File: config.mk
export PLATFORM = sky130hd
export DESIGN_NAME = multi_edge_detector
export DESIGN_NICKNAME = d
export VERILOG_FILES = /design/src/rtl/multi_edge_detector_pkg.sv /design/src/rtl/multi_edge_detector_edge_channel.sv /design/src/rtl/multi_edge_detector.sv
export SDC_FILE = /design/constraint.sdc
export NUM_CORES = 1
export LEC_CHECK = 0
export CAP_MARGIN = 20
export CORE_MARGIN = 2
export CORE_UTILIZATION = 50
export DETAILED_ROUTE_END_ITERATION = 8
export DONT_BUFFER_PORTS = 1
export HOLD_SLACK_MARGIN = 0.05
export PLACE_DENSITY = 0.65
export SLEW_MARGIN = 20
export SYNTH_ARGS = -nofsm -noshare
export SYNTH_HDL_FRONTEND = slang
export SYNTH_SLANG_ARGS = --single-unit
export TNS_END_PERCENT = 20
File: constraint.sdc
create_clock -name clk -period 1.26 [get_ports clk]
set_input_delay 0.252 -clock clk [delete_from_list [all_inputs] [get_ports clk]]
set_output_delay 0.252 -clock clk [all_outputs]
set_load 0.02 [all_outputs]
File: src/rtl/multi_edge_detector_pkg.sv
// rtl/multi_edge_detector_pkg.sv - shared constants and helpers for the multi-channel edge detector
//
// Purpose : edge-mode encodings and the debounce counter width helper used by
//           edge_channel and multi_edge_detector.
// Contents: MODE_OFF / MODE_RISE / MODE_FALL / MODE_BOTH, dbc_width().

package multi_edge_detector_pkg;

   localparam logic [1:0] MODE_OFF  = 2'b00;
   localparam logic [1:0] MODE_RISE = 2'b01;
   localparam logic [1:0] MODE_FALL = 2'b10;
   localparam logic [1:0] MODE_BOTH = 2'b11;

   // Width needed to hold the values 0..cycles, never narrower than one bit.
   function automatic int dbc_width(input int cycles);
      int w;
      w = $clog2(cycles + 1);
      if (w < 1) begin
         w = 1;
      end
      return w;
   endfunction

endpackage

File: src/rtl/multi_edge_detector_edge_channel.sv
// rtl/multi_edge_detector_edge_channel.sv - one channel: synchroniser, debounce, edge qualify, sticky flag
//
// Purpose : conditions one asynchronous input and reports qualified edges.
// Optional: EDGE_COUNTER_EN adds a saturating per-channel event counter.
// Ports   :
//   clk            system clock
//   rst_n          asynchronous active-low reset
//   i_signal       asynchronous input level
//   i_mode         edge mode (off / rise / fall / both)
//   i_flag_clr     write-1-to-clear strobe for the sticky flag (and counter)
//   o_edge_pulse   one-cycle pulse per qualified edge
//   o_event_flag   sticky event indication
//   o_event_count  saturating edge count (EDGE_COUNTER_EN only)

module edge_channel
   import multi_edge_detector_pkg::*;
#(
   parameter int SYNC_STAGES     = 2,
   parameter int DEBOUNCE_CYCLES = 0,
   parameter bit INIT_LEVEL      = 1'b0
`ifdef EDGE_COUNTER_EN
   ,
   parameter int CNT_W           = 8
`endif
) (
   input  logic             clk,
   input  logic             rst_n,
   input  logic             i_signal,
   input  logic [1:0]       i_mode,
   input  logic             i_flag_clr,
   output logic             o_edge_pulse,
   output logic             o_event_flag
`ifdef EDGE_COUNTER_EN
   ,
   output logic [CNT_W-1:0] o_event_count
`endif
);

   logic [SYNC_STAGES-1:0] r_sync;
   logic                   r_filtered;
   logic                   r_edge_pulse;
   logic                   r_event_flag;
   logic                   w_synced;
   logic                   w_accept;
   logic                   w_rise;
   logic                   w_fall;
   logic                   w_rise_en;
   logic                   w_fall_en;
   logic                   w_pulse_next;

   assign w_synced = r_sync[SYNC_STAGES-1];

   // Synchroniser chain and filtered level share one reset value so that a
   // channel held at INIT_LEVEL produces no edge on reset release.
   always_ff @(posedge clk or negedge rst_n) begin
      if (!rst_n) begin
         r_sync     <= {SYNC_STAGES{INIT_LEVEL}};
         r_filtered <= INIT_LEVEL;
      end else begin
         r_sync <= {r_sync[SYNC_STAGES-2:0], i_signal};
         if (w_accept) begin
            r_filtered <= w_synced;
         end
      end
   end

   generate
      if (DEBOUNCE_CYCLES == 0) begin : g_bypass
         assign w_accept = w_synced ^ r_filtered;
      end else begin : g_debounce
         localparam int               DBC_W   = dbc_width(DEBOUNCE_CYCLES);
         localparam logic [DBC_W-1:0] DBC_MAX = DBC_W'(DEBOUNCE_CYCLES);

         logic [DBC_W-1:0] r_dbc_cnt;

         // Counts consecutive cycles of disagreement; the change is taken on
         // the cycle after the count has reached DEBOUNCE_CYCLES, so any
         // return to the filtered level before then discards the attempt.
         always_ff @(posedge clk or negedge rst_n) begin
            if (!rst_n) begin
               r_dbc_cnt <= '0;
            end else if ((w_synced == r_filtered) || (r_dbc_cnt == DBC_MAX)) begin
               r_dbc_cnt <= '0;
            end else begin
               r_dbc_cnt <= r_dbc_cnt + DBC_W'(1);
            end
         end

         assign w_accept = (w_synced != r_filtered) && (r_dbc_cnt == DBC_MAX);
      end
   endgenerate

   // w_accept implies the new level is w_synced and the old one its inverse.
   assign w_rise       = w_accept & w_synced;
   assign w_fall       = w_accept & ~w_synced;
   assign w_rise_en    = (i_mode == MODE_RISE) | (i_mode == MODE_BOTH);
   assign w_fall_en    = (i_mode == MODE_FALL) | (i_mode == MODE_BOTH);
   assign w_pulse_next = (w_rise & w_rise_en) | (w_fall & w_fall_en);

   // A new pulse dominates a coincident clear so no event is ever lost.
   always_ff @(posedge clk or negedge rst_n) begin
      if (!rst_n) begin
         r_edge_pulse <= 1'b0;
         r_event_flag <= 1'b0;
      end else begin
         r_edge_pulse <= w_pulse_next;
         r_event_flag <= w_pulse_next | (r_event_flag & ~i_flag_clr);
      end
   end

   assign o_edge_pulse = r_edge_pulse;
   assign o_event_flag = r_event_flag;

`ifdef EDGE_COUNTER_EN
   logic [CNT_W-1:0] r_event_count;

   always_ff @(posedge clk or negedge rst_n) begin
      if (!rst_n) begin
         r_event_count <= '0;
      end else if (i_flag_clr) begin
         r_event_count <= CNT_W'(w_pulse_next);
      end else if (w_pulse_next && (r_event_count != {CNT_W{1'b1}})) begin
         r_event_count <= r_event_count + CNT_W'(1);
      end
   end

   assign o_event_count = r_event_count;
`endif

endmodule

File: src/rtl/multi_edge_detector.sv
// rtl/multi_edge_detector.sv - multi-channel edge detector with sticky flags and maskable irq
//
// Purpose : NUM_CH independent edge_channel instances plus the registered
//           interrupt reduction.
// Optional: EDGE_COUNTER_EN adds the event_count port and per-channel counters.
// Ports   :
//   clk          system clock
//   rst_n        asynchronous active-low reset
//   signal_in    asynchronous inputs, bit i = channel i
//   edge_mode    per-channel mode, bits [2i+1:2i]
//   flag_clr     write-1-to-clear strobes for event_flag
//   irq_en       per-channel interrupt enable
//   edge_pulse   one-cycle pulse per qualified edge
//   event_flag   sticky event indication
//   irq          registered OR of (event_flag & irq_en)
//   event_count  per-channel counts, CNT_W bits each (EDGE_COUNTER_EN only)

module multi_edge_detector
   import multi_edge_detector_pkg::*;
#(
   parameter int NUM_CH          = 4,
   parameter int SYNC_STAGES     = 2,
   parameter int DEBOUNCE_CYCLES = 0,
   parameter bit INIT_LEVEL      = 1'b0,
   parameter int CNT_W           = 8
) (
   input  logic                    clk,
   input  logic                    rst_n,
   input  logic [NUM_CH-1:0]       signal_in,
   input  logic [2*NUM_CH-1:0]     edge_mode,
   input  logic [NUM_CH-1:0]       flag_clr,
   input  logic [NUM_CH-1:0]       irq_en,
   output logic [NUM_CH-1:0]       edge_pulse,
   output logic [NUM_CH-1:0]       event_flag,
   output logic                    irq
`ifdef EDGE_COUNTER_EN
   ,
   output logic [NUM_CH*CNT_W-1:0] event_count
`endif
);

   logic [NUM_CH-1:0] w_event_flag;
   logic              r_irq;

   generate
      for (genvar g = 0; g < NUM_CH; g++) begin : g_ch
         edge_channel #(
            .SYNC_STAGES     (SYNC_STAGES),
            .DEBOUNCE_CYCLES (DEBOUNCE_CYCLES),
            .INIT_LEVEL      (INIT_LEVEL)
`ifdef EDGE_COUNTER_EN
            ,
            .CNT_W           (CNT_W)
`endif
         ) u_ch (
            .clk           (clk),
            .rst_n         (rst_n),
            .i_signal      (signal_in[g]),
            .i_mode        (edge_mode[2*g +: 2]),
            .i_flag_clr    (flag_clr[g]),
            .o_edge_pulse  (edge_pulse[g]),
            .o_event_flag  (w_event_flag[g])
`ifdef EDGE_COUNTER_EN
            ,
            .o_event_count (event_count[g*CNT_W +: CNT_W])
`endif
         );
      end
   endgenerate

   // Registered so irq is glitch-free at the pin; it trails event_flag by one cycle.
   always_ff @(posedge clk or negedge rst_n) begin
      if (!rst_n) begin
         r_irq <= 1'b0;
      end else begin
         r_irq <= |(w_event_flag & irq_en);
      end
   end

   assign event_flag = w_event_flag;
   assign irq        = r_irq;

endmodule

==> qor.csv <==
metric,value,unit
status,finished clean,
All-Layer GR Usage,11.8,%
ys async rst share,100,%
total overflow reported by the global router,0,
core box area,1540,um2
drt initial violations,2,
# IOs,31,
top post-synthesis cells by area,"dfrtp_1 62%, ha_1 12%, buf_4 7.1%",
critical path launch point type,flip-flop,
"Seq/Total Area, Yosys",61.9,%
max_cap viols,0,
worst hold path type,in -> reg,
share of layout cells above drive strength 1,10.1,%
Worst Hold Depth,2,
CTS H-tree depth,1,
nets,100,
Routability Congestion,0.610,
DP HPWL,755,um
post-layout min period,1.11,ns
Clock Latency Late Sink,0.29,ns
number of global-route vias before repair,418,
RR Startpoint,g_ch[1].u_ch.r_filtered,
crit path max-delay cell type,dfrtp_1,
initial antenna violation count,0,
Post-synth top cells,"21 x dfrtp_1, 8 x buf_4, 8 x ha_1, 8 x inv_1, 5 x nand2_1",
"Distinct cells, synth",10,
count of final hold-check violations,0,
Worst Path Max Fanout,3,
synthesized cell area,850,um2
wire length per cell,10.9,um
CTS Sinks,21,
clock buffer depth,2,
Max Fclk,900,MHz
Setup Skew,0.00439,ns
share of the synthesized area in the top cell type,61.9,%
worst-margin pin slew,0.868,ns
FF-to-FF End,g_ch[1].u_ch.o_event_flag,
"EDFF count, synth",0,
Routed WL,926,um
first-pass GRT wire length,1650,um
cells along the critical path,"inv_1, ha_1, a22o_1, a21o_1",
diode count,0,
# fillers,132,
"CTS clk-pin slew, worst paths",0.10,ns
DRT Pass-1 Iters,3,
drt drc,0,
Final setup viols,0,
Crit. End Element,flip-flop,
Final ANT Viol Nets,0,
"Largest stage delay, worst path",0.38,ns
CP Buf/Inv Count,1,
Initial Util,55.1,%
Hold Startpoint,irq_en[3],
Power per Cell Area,1880,nW/um2
WP data required,1.45,ns
CP Capture Point,g_ch[1].u_ch.o_event_flag,
crit path launch,g_ch[1].u_ch.r_filtered,
die height,45.2,um
Main synth FF type,dfrtp_1,
type of the worst setup path,reg -> reg,
Post-DP Area,810,um2
critical path's top delay family,compound AO/OA/AOI/OAI gates,
Num CTS Buffers,3,
syn nets,98,
largest net degree at the start of global routing,22,
Static Leakage,0.484,nW
Synth Instances,68,
"Area growth, synth to finish",4.57,%
CTS root buf,clkbuf_4,
I/O Buffers,0,
post-synthesis area per instance,12.5,um2
peak supply drop,1.17,mV
CP Depth,4,
Layout Cells excl Fill,85,
setup total negative slack,0,ns
Die X,45.2,um
design area,888,um2
number of cells on the worst reg-to-reg path,4,
top-count cell post-synth,dfrtp_1,
count of final max-slew check failures,0,
fin crit share,88.2,%
#FFs+latches synth,21,
flop2flop setup slack,0.15,ns
CTS tree,yes,
biggest area consumer among synthesized cells,dfrtp_1,
FP Rows,14,
crit path DAT,1.30,ns
DR vias/cell,5.13,
die area,2040,um2
Post-Place Cells,76,
postcts setup bufs,0,
Yosys Warn Count,0,
via count,436,
slew margin rel.,42.1,%
RSZ-0062 raised after global routing,no,
-- cell usage in the layout, fill, tap and decap left out, drive strengths merged --
master         n
nand2          5
o21ai          4
a22o           4
clkbuf         4
dlygate4sd3    4
a22oi          2
dlymetal6s4s   1
dfrtp         21
inv           12
ha             8
a21o           4
-- stage by stage --
| step | setup WS (ns) | power [mW] | hold slack [ns] | utilization (%) |
|---|---|---|---|---|
| after floorplan | 0.213 | 1.43 | -0.0436 | - |
| after global placement | 0.191 | 1.36 | -0.0432 | 52.5 |
| after detailed placement | 0.155 | 1.39 | -0.0432 | 52.5 |
| after CTS | 0.133 | 1.71 | 0.0854 | 57.5 |
| after global routing | 0.0788 | 1.83 | 0.0698 | 57.6 |
| final | 0.149 | 1.67 | 0.0934 | 57.6 |
-- power by group --
group	internal [mW]	switching, mW	leakage [nW]
sequential	0.843	0.230	0.254
clock	0.123	0.168	0.0150
combinational	0.162	0.146	0.215
total	1.13	0.544	0.484
-- flip-flops by register name (all words and copies together), names as in the netlist --
signal and count:
g_ch.u_ch.r_filtered 4, g_ch.u_ch.r_sync 8, g_ch.u_ch.o_event_flag 4, g_ch.u_ch.o_edge_pulse 4, irq 1
-- cell type report --
class / instances / area, um2 / share of cell area (%)
inverter: 12 / 45.0 / 5.07
timing repair buffer: 5 / 52.6 / 5.92
multi-input combinational: 27 / 219 / 24.6
tap: 16 / 20.0 / 2.25
sequential: 21 / 526 / 59.2
clock buffer: 4 / 26.3 / 2.96
-- what timing repair did --
action | 4_1_cts | 5_1_grt
endpoints found under the hold margin | 25 | 0
hold buffers | 5 | 0
gates resized for setup | 0 | 1
endpoints found under the setup margin | 0 | 21
-- logic make-up (layout without fill, tap and decap cells) --
family / Yosys count / count (layout) / share of synthesized area [%]
flip-flops: 21 / 21 / 61.9
buffers and inverters: 20 / 21 / 12.4
AO/OA/AOI/OAI: 14 / 14 / 11.8
adder cells (fa/ha/maj): 8 / 8 / 11.8
AND/OR/NAND/NOR: 5 / 5 / 2.21
-- per-layer routing --
metal	global-route usage, %	routed length [um]
met2	20.3	442
met3	8.80	109
met1	11.5	374
met4	1.76	0
met5	0	0
-- worst min-delay path by stage --
stage	end	slack, ns
6_report	irq	0.09
3_3_place_gp	g_ch[2].u_ch.o_edge_pulse	-0.04
3_5_place_dp	g_ch[2].u_ch.o_edge_pulse	-0.04
5_1_grt	irq	0.07
4_1_cts	irq	0.09
2_1_floorplan	g_ch[0].u_ch.o_edge_pulse	-0.04
No activity file was read; power rests on OpenSTA's default activity.
